File: src/rtl/shift_pkg.sv
// Shared definitions for the pipelined shifter: op encodings and the
// ceiling-log2 helper that sizes the shift-amount field / stage count.
package shift_pkg;

  typedef enum logic [1:0] {
    OP_SLL = 2'b00,
    OP_SRL = 2'b01,
    OP_SRA = 2'b10,
    OP_ROL = 2'b11
  } shift_op_e;

  function automatic int clog2(input int value);
    int r;
    int v;
    r = 0;
    v = value - 1;
    while (v > 0) begin
      r = r + 1;
      v = v >> 1;
    end
    return r;
  endfunction

endpackage

File: src/rtl/pipe_shifter_if.sv
// Operand/result bus of the pipelined shifter.
// Handshake: a transfer happens on a rising clock edge where valid and ready
// are both high. A producer that raises valid keeps its payload stable until
// that edge; ready may depend combinationally on the downstream ready.
// The master is the issuing ALU side, the slave is the shifter.
interface pipe_shifter_if
  import shift_pkg::*;
#(
  parameter int WIDTH   = 32,
  parameter int SHAMT_W = clog2(WIDTH),
  parameter int TAG_W   = 5
);

  logic               in_valid;
  logic               in_ready;
  logic [WIDTH-1:0]   in_data;
  logic [SHAMT_W-1:0] in_shamt;
  logic [1:0]         in_op;
  logic [TAG_W-1:0]   in_tag;

  logic               out_valid;
  logic               out_ready;
  logic [WIDTH-1:0]   out_data;
  logic [TAG_W-1:0]   out_tag;

  modport master (
    output in_valid, in_data, in_shamt, in_op, in_tag, out_ready,
    input  in_ready, out_valid, out_data, out_tag
  );

  modport slave (
    input  in_valid, in_data, in_shamt, in_op, in_tag, out_ready,
    output in_ready, out_valid, out_data, out_tag
  );

endinterface

File: src/rtl/shift_stage.sv
// One registered pipeline stage of the log-shifter: applies a fixed shift of
// AMT positions when its shamt bit is set, in the mode carried with the op.
// Build option: PIPE_SHIFTER_ROTATE_EN adds rotate-left for op 11; without it
// op 11 takes the SLL path.
module shift_stage
  import shift_pkg::*;
#(
  parameter int WIDTH   = 32,
  parameter int TAG_W   = 5,
  parameter int SHAMT_W = 5,
  parameter int AMT     = 16
) (
  input  logic               clock,
  input  logic               reset,
  input  logic               flush,
  input  logic               load,
  input  logic               up_valid,
  input  logic [WIDTH-1:0]   up_data,
  input  logic [SHAMT_W-1:0] up_shamt,
  input  logic [1:0]         up_op,
  input  logic [TAG_W-1:0]   up_tag,
  output logic               down_valid,
  output logic [WIDTH-1:0]   down_data,
  output logic [SHAMT_W-1:0] down_shamt,
  output logic [1:0]         down_op,
  output logic [TAG_W-1:0]   down_tag
);

  localparam int BIT = clog2(AMT);

  logic [WIDTH-1:0] shifted;

  // Mode mux for this stage's fixed amount. SRA keeps the MSB of every
  // intermediate value equal to the operand's original sign bit, so the
  // incoming MSB is the correct fill at every stage.
  always_comb begin
    shifted = up_data;
    if (up_shamt[BIT]) begin
      case (shift_op_e'(up_op))
        OP_SRL:  shifted = up_data >> AMT;
        OP_SRA:  shifted = $signed(up_data) >>> AMT;
`ifdef PIPE_SHIFTER_ROTATE_EN
        OP_ROL:  shifted = (up_data << AMT) | (up_data >> (WIDTH - AMT));
`endif
        default: shifted = up_data << AMT;
      endcase
    end
  end

  // Stage register: valid follows the advance/flush rule, payload only
  // updates when a real op moves in so a stalled output stays put.
  always_ff @(posedge clock or posedge reset) begin
    if (reset) begin
      down_valid <= 1'b0;
      down_data  <= '0;
      down_shamt <= '0;
      down_op    <= '0;
      down_tag   <= '0;
    end else begin
      if (flush) begin
        down_valid <= 1'b0;
      end else if (load) begin
        down_valid <= up_valid;
      end
      if (load && up_valid) begin
        down_data  <= shifted;
        down_shamt <= up_shamt;
        down_op    <= up_op;
        down_tag   <= up_tag;
      end
    end
  end

endmodule

File: src/rtl/pipe_shifter.sv
// Pipelined log-shifter (SLL/SRL/SRA, optional ROL) with one registered
// stage per shift-amount bit, MSB first, and valid/ready at both ends.
// Build option: PIPE_SHIFTER_ROTATE_EN enables rotate-left on op 11.
module pipe_shifter
  import shift_pkg::*;
#(
  parameter int WIDTH   = 32,
  parameter int SHAMT_W = clog2(WIDTH),
  parameter int TAG_W   = 5
) (
  input  logic           clock,
  input  logic           reset,
  input  logic           flush,
  pipe_shifter_if.slave  bus
);

  // Slot 0 is the input port; slot k+1 is the register of stage k.
  logic [SHAMT_W:0]   s_valid;
  logic [WIDTH-1:0]   s_data  [SHAMT_W+1];
  logic [SHAMT_W-1:0] s_shamt [SHAMT_W+1];
  logic [1:0]         s_op    [SHAMT_W+1];
  logic [TAG_W-1:0]   s_tag   [SHAMT_W+1];
  logic [SHAMT_W-1:0] s_load;

  assign s_valid[0] = bus.in_valid;
  assign s_data[0]  = bus.in_data;
  assign s_shamt[0] = bus.in_shamt;
  assign s_op[0]    = bus.in_op;
  assign s_tag[0]   = bus.in_tag;

  // Advance chain from the output backwards: a stage loads when it is empty
  // or everything after it moves, so bubbles collapse within one cycle.
  always_comb begin
    logic adv;
    s_load = '0;
    adv    = bus.out_ready;
    for (int k = SHAMT_W - 1; k >= 0; k--) begin
      adv       = adv | ~s_valid[k+1];
      s_load[k] = adv;
    end
  end

  assign bus.in_ready  = s_load[0];
  assign bus.out_valid = s_valid[SHAMT_W];
  assign bus.out_data  = s_data[SHAMT_W];
  assign bus.out_tag   = s_tag[SHAMT_W];

  for (genvar k = 0; k < SHAMT_W; k++) begin : g_stage
    shift_stage #(
      .WIDTH   (WIDTH),
      .TAG_W   (TAG_W),
      .SHAMT_W (SHAMT_W),
      .AMT     (1 << (SHAMT_W - 1 - k))
    ) u_stage (
      .clock      (clock),
      .reset      (reset),
      .flush      (flush),
      .load       (s_load[k]),
      .up_valid   (s_valid[k]),
      .up_data    (s_data[k]),
      .up_shamt   (s_shamt[k]),
      .up_op      (s_op[k]),
      .up_tag     (s_tag[k]),
      .down_valid (s_valid[k+1]),
      .down_data  (s_data[k+1]),
      .down_shamt (s_shamt[k+1]),
      .down_op    (s_op[k+1]),
      .down_tag   (s_tag[k+1])
    );
  end

endmodule

File: src/flat_wrapper.sv
// flat-port wrapper written by rule: the top's interface ports become plain ports
module pipe_shifter_flat import shift_pkg::*;
#(
  parameter int WIDTH   = 32,
  parameter int SHAMT_W = clog2(WIDTH),
  parameter int TAG_W   = 5
)
  (clock, reset, flush, bus_in_valid, bus_in_data, bus_in_shamt, bus_in_op, bus_in_tag, bus_out_ready, bus_in_ready, bus_out_valid, bus_out_data, bus_out_tag);
  pipe_shifter_if #(.WIDTH(WIDTH), .SHAMT_W(SHAMT_W), .TAG_W(TAG_W)) bus_i ();
  input  logic clock;
  input  logic reset;
  input  logic flush;
  input wire logic [$bits(bus_i.in_valid)-1:0] bus_in_valid;
  input wire logic [$bits(bus_i.in_data)-1:0] bus_in_data;
  input wire logic [$bits(bus_i.in_shamt)-1:0] bus_in_shamt;
  input wire logic [$bits(bus_i.in_op)-1:0] bus_in_op;
  input wire logic [$bits(bus_i.in_tag)-1:0] bus_in_tag;
  input wire logic [$bits(bus_i.out_ready)-1:0] bus_out_ready;
  output wire logic [$bits(bus_i.in_ready)-1:0] bus_in_ready;
  output wire logic [$bits(bus_i.out_valid)-1:0] bus_out_valid;
  output wire logic [$bits(bus_i.out_data)-1:0] bus_out_data;
  output wire logic [$bits(bus_i.out_tag)-1:0] bus_out_tag;
  assign bus_i.in_valid = bus_in_valid;
  assign bus_i.in_data = bus_in_data;
  assign bus_i.in_shamt = bus_in_shamt;
  assign bus_i.in_op = bus_in_op;
  assign bus_i.in_tag = bus_in_tag;
  assign bus_i.out_ready = bus_out_ready;
  assign bus_in_ready = bus_i.in_ready;
  assign bus_out_valid = bus_i.out_valid;
  assign bus_out_data = bus_i.out_data;
  assign bus_out_tag = bus_i.out_tag;
  pipe_shifter #(.WIDTH(WIDTH), .SHAMT_W(SHAMT_W), .TAG_W(TAG_W)) u_core (.clock(clock), .reset(reset), .flush(flush), .bus(bus_i));
endmodule
File: config.mk
export PLATFORM = sky130hd
export DESIGN_NAME = pipe_shifter_flat
export DESIGN_NICKNAME = d
export VERILOG_FILES = /design/src/rtl/shift_pkg.sv /design/src/rtl/pipe_shifter_if.sv /design/src/rtl/shift_stage.sv /design/src/rtl/pipe_shifter.sv /design/src/flat_wrapper.sv
export SDC_FILE = /design/constraint.sdc
export NUM_CORES = 1
export LEC_CHECK = 0
export ABC_AREA = 0
export BUFFER_PORTS_ARGS = -buffer_cell sky130_fd_sc_hd__buf_4
export CORE_MARGIN = 5
export CORE_UTILIZATION = 45
export CTS_BUF_LIST = sky130_fd_sc_hd__clkbuf_4 sky130_fd_sc_hd__clkbuf_8
export DETAILED_ROUTE_END_ITERATION = 12
export PLACE_DENSITY = 0.66
export SLEW_MARGIN = 0
export SYNTH_ARGS = -nofsm -noshare
export SYNTH_HDL_FRONTEND = slang
export SYNTH_SLANG_ARGS = --single-unit
File: constraint.sdc
create_clock -name clock -period 8.9 [get_ports clock]
set_input_delay 0.89 -clock clock [delete_from_list [all_inputs] [get_ports clock]]
set_output_delay 0.89 -clock clock [all_outputs]
set_load 0.01 [all_outputs]
==> flow_metrics.py <==
metrics = {
    "clock_tree": {
        "cts_tree": "built",
        "htreeDepth": 2,
        "clk_path_buf_depth": 3,
        "cts_root_buffer": "clkbuf_8",
        "cts_buffers": 38,
        "path_clk_slew_ns": 0.05,
        "cts_setup_buffers": 0,
        "clkLatencyLatePin_ns": 0.51,
        "hold_buffers": 0,
        "cts_resized": 0,
        "cts.sinks": 208,
    },
    "placement": {
        "pre_cts_slack_ns": 6.09,
        "post-dp-hpwl_um": 14900,
        "io_buffers": 87,
        "place_congestion": 0.842,
    },
    "sta": {
        "drv_slew": 0,
        "relSlewSlack": 0.295,
        "clock.fmax_mhz": 381,
        "min_period_ns": 2.63,
        "skew_ns": 0.0127,
        "fin_setup_tns_ns": 0,
        "min_period_over_period": 0.295,
        "rsz0062_at_grt": "false",
        "finalHoldViolations": 0,
        "worstMarginPinSlew_ns": 1.06,
        "setup_slack_ns": 6.27,
        "whs_ns": 0.479,
        "setup_viol": 0,
    },
    "floorplan": {
        "dieWidth_um": 161,
        "die_area_um2": 26000,
        "io_pins": 88,
        "start_util": 0.455,
        "core_area_um2": 22600,
        "dieHeight_um": 161,
        "num_rows": 55,
    },
    "layout": {
        "n_antenna_cell": 0,
        "fillCellCount": 2098,
        "layout-drive-gt1-share": 0.177,
        "area_growth_pct": 13.3,
        "final_util": 0.516,
        "finalNetCount": 1163,
    },
    "drt": {
        "detail_route.vias_per_cell": 5.54,
        "first_pass_iters": 8,
        "highest_layer": "met4",
        "wl_met3_um": 966,
        "vias": 7847,
        "antenna_left": 0,
        "wl_met1_um": 10800,
        "wl_per_cell_um": 15.4,
        "wl_met2_um": 9500,
        "drc_errors": 0,
        "drt-initial-drc-count": 581,
        "wirelength_um": 21800,
    },
    "synthesis": {
        "synth_most_common_cell": "dfrtp_1",
        "syn_area_per_cell_um2": 9.63,
        "async_flop_share": 1.00,
        "yosysUniqueCellTypes": 38,
        "synth_commonest_cells": "dfrtp_1 (208), nand2_1 (158), o21ai_0 (133), nor2_1 (58), a22oi_1 (55)",
        "synth_cells": 1067,
        "synth.area.top_cells": "dfrtp_1 (51%), o21ai_0 (6.5%), nand2_1 (5.8%), a22oi_1 (4.0%), a211oi_1 (3.4%)",
        "ys_warn_count": 0,
        "seq_area_frac_synth": 0.506,
        "ys.flop_type": "dfrtp_1",
        "synthesis.nets": 1126,
        "synth_top_cell_area_share": 0.506,
        "synth_top_area_cell": "dfrtp_1",
        "synth_edf_count": 0,
        "ys_ff_latch": 208,
        "syn-cell-area_um2": 10300,
    },
    "pwr": {
        "ir_drop_v": 0.0000942,
        "leakage_nw": 5.40,
        "power_mw": 3.09,
        "powerDensity_nw_per_um2": 265,
    },
    "run": {
        "cap_violations": 0,
    },
    "critical_path": {
        "critical_path.slowest_cell": "o21ba_2",
        "path_delay_family": "compound AO/OA/AOI/OAI gates",
        "worstPathRequired_ns": 9.35,
        "start_kind": "register",
        "slowest_delay_ns": 0.81,
        "end_kind": "register",
        "r2r-start": "u_core.g_stage[2].u_stage.down_op[0]$_DFFE_PP0P_",
        "r2r_cells": 6,
        "critPathKind": "register to register",
        "cp.arrival_ns": 3.08,
        "cp_num_cells": 6,
        "startpoint": "u_core.g_stage[2].u_stage.down_op[0]$_DFFE_PP0P_",
        "path_max_fanout": 33,
        "critPathBufInv": 1,
        "crit_chain": "inv_1, ha_1, o21ba_2, a22oi_1, a211oi_1, a21o_1",
    },
    "min_path": {
        "hold_depth": 1,
        "hold_path_class": "register to register",
        "min_from": "u_core.g_stage[3].u_stage.down_tag[3]$_DFFE_PP0P_",
    },
    "global_routing": {
        "antenna_found_initial": 0,
        "grt_usage": 0.167,
        "grt_max_degree": 160,
        "grt_pass1_wl_um": 37100,
        "grt_overflow": 0,
        "grt_pass1_vias": 7351,
    },
    "outcome": {
        "outcome": "complete, no violations",
    },
}
==> per-stage QoR <==
step / instances / instance area (µm²)
global placement: 1349 / 10800
CTS: 1416 / 11600
detailed placement: 1349 / 10800
global route: 1416 / 11600
floorplan: 1067 / 10300
finish: 1416 / 11600
==> layer usage <==
layer,track usage,up-vias
met1,0.244,3634
li1,-,3973
met5,0,-
met2,0.252,201
met4,0.0547,0
met3,0.0311,39
==> cell type report <==
| class | instances | area (µm²) | area share |
|---|---|---|---|
| clock buffer | 61 | 777 | 0.0667 |
| clock inverter | 6 | 32.5 | 0.00279 |
| inverter | 22 | 90.1 | 0.00774 |
| multi-input combinational | 740 | 4480 | 0.384 |
| sequential | 208 | 5210 | 0.447 |
| tap | 285 | 357 | 0.0306 |
| timing repair buffer | 94 | 706 | 0.0606 |
==> report_power, final <==
part           switching [mW]  total (mW)  internal [mW]
Clock                   0.377       0.929          0.552
Combinational           0.362       0.717          0.354
Sequential              0.263        1.44           1.18
Total                    1.00        3.08           2.08
==> sequential cells by signal, summed over array words and instances, names as in the netlist <==
signal                             cells
u_core.g_stage.u_stage.down_tag       25
u_core.g_stage.u_stage.down_op         8
u_core.g_stage.u_stage.down_valid      5
u_core.g_stage.u_stage.down_shamt     10
u_core.g_stage.u_stage.down_data     160
==> worst reg2reg max path, cell delays in order, from the launching register on <==
cell and delay, ns:
dfrtp_1 0.36, inv_1 0.06, ha_1 0.68, o21ba_2 0.81, a22oi_1 0.17, a211oi_1 0.37, a21o_1 0.12
==> logic make-up (layout without fill, tap and decap cells) <==
logic type / Yosys count / count (layout) / synth area share
compound gates: 396 / 396 / 0.253
fa+ha+maj: 10 / 10 / 0.0122
buf+inv: 119 / 183 / 0.0603
flops: 208 / 208 / 0.506
mux: 35 / 35 / 0.0383
simple gates: 299 / 299 / 0.130
==> final timing paths <==
check,end,slack (ns)
worst max register to register,u_core.g_stage[3].u_stage.down_data[6]$_DFFE_PP0P_,6.27
min in group asynchronous,u_core.g_stage[4].u_stage.down_valid$_DFFE_PP0P_,0.64
max in group asynchronous,u_core.g_stage[2].u_stage.down_data[27]$_DFFE_PP0P_,7.01
worst min register to register,u_core.g_stage[4].u_stage.down_tag[3]$_DFFE_PP0P_,0.48
worst min-delay path,u_core.g_stage[4].u_stage.down_tag[3]$_DFFE_PP0P_,0.48
worst max-delay path,u_core.g_stage[3].u_stage.down_data[6]$_DFFE_PP0P_,6.27
==> placed cells by master, fill, tap and decap left out, drive strengths merged <==
cell type  count
nor2          58
a222oi        23
nor3b          1
nand2        158
inv           22
ha            10
nor2b         23
a22oi         55
clkinvlp       1
mux2          35
a32oi          4
a221oi        23
nand2b         1
nand3b         4
dfrtp        208
o21ba          2
and3          23
clkinv         5
a21oi         27
o211ai         2
buf           94
a31oi         12
clkbuf        61
a211oi        46
nand4b         1
a21o          46
and2           2
nor3           2
o21ai        156
nand3         26
(Power assumes the default switching activity.)
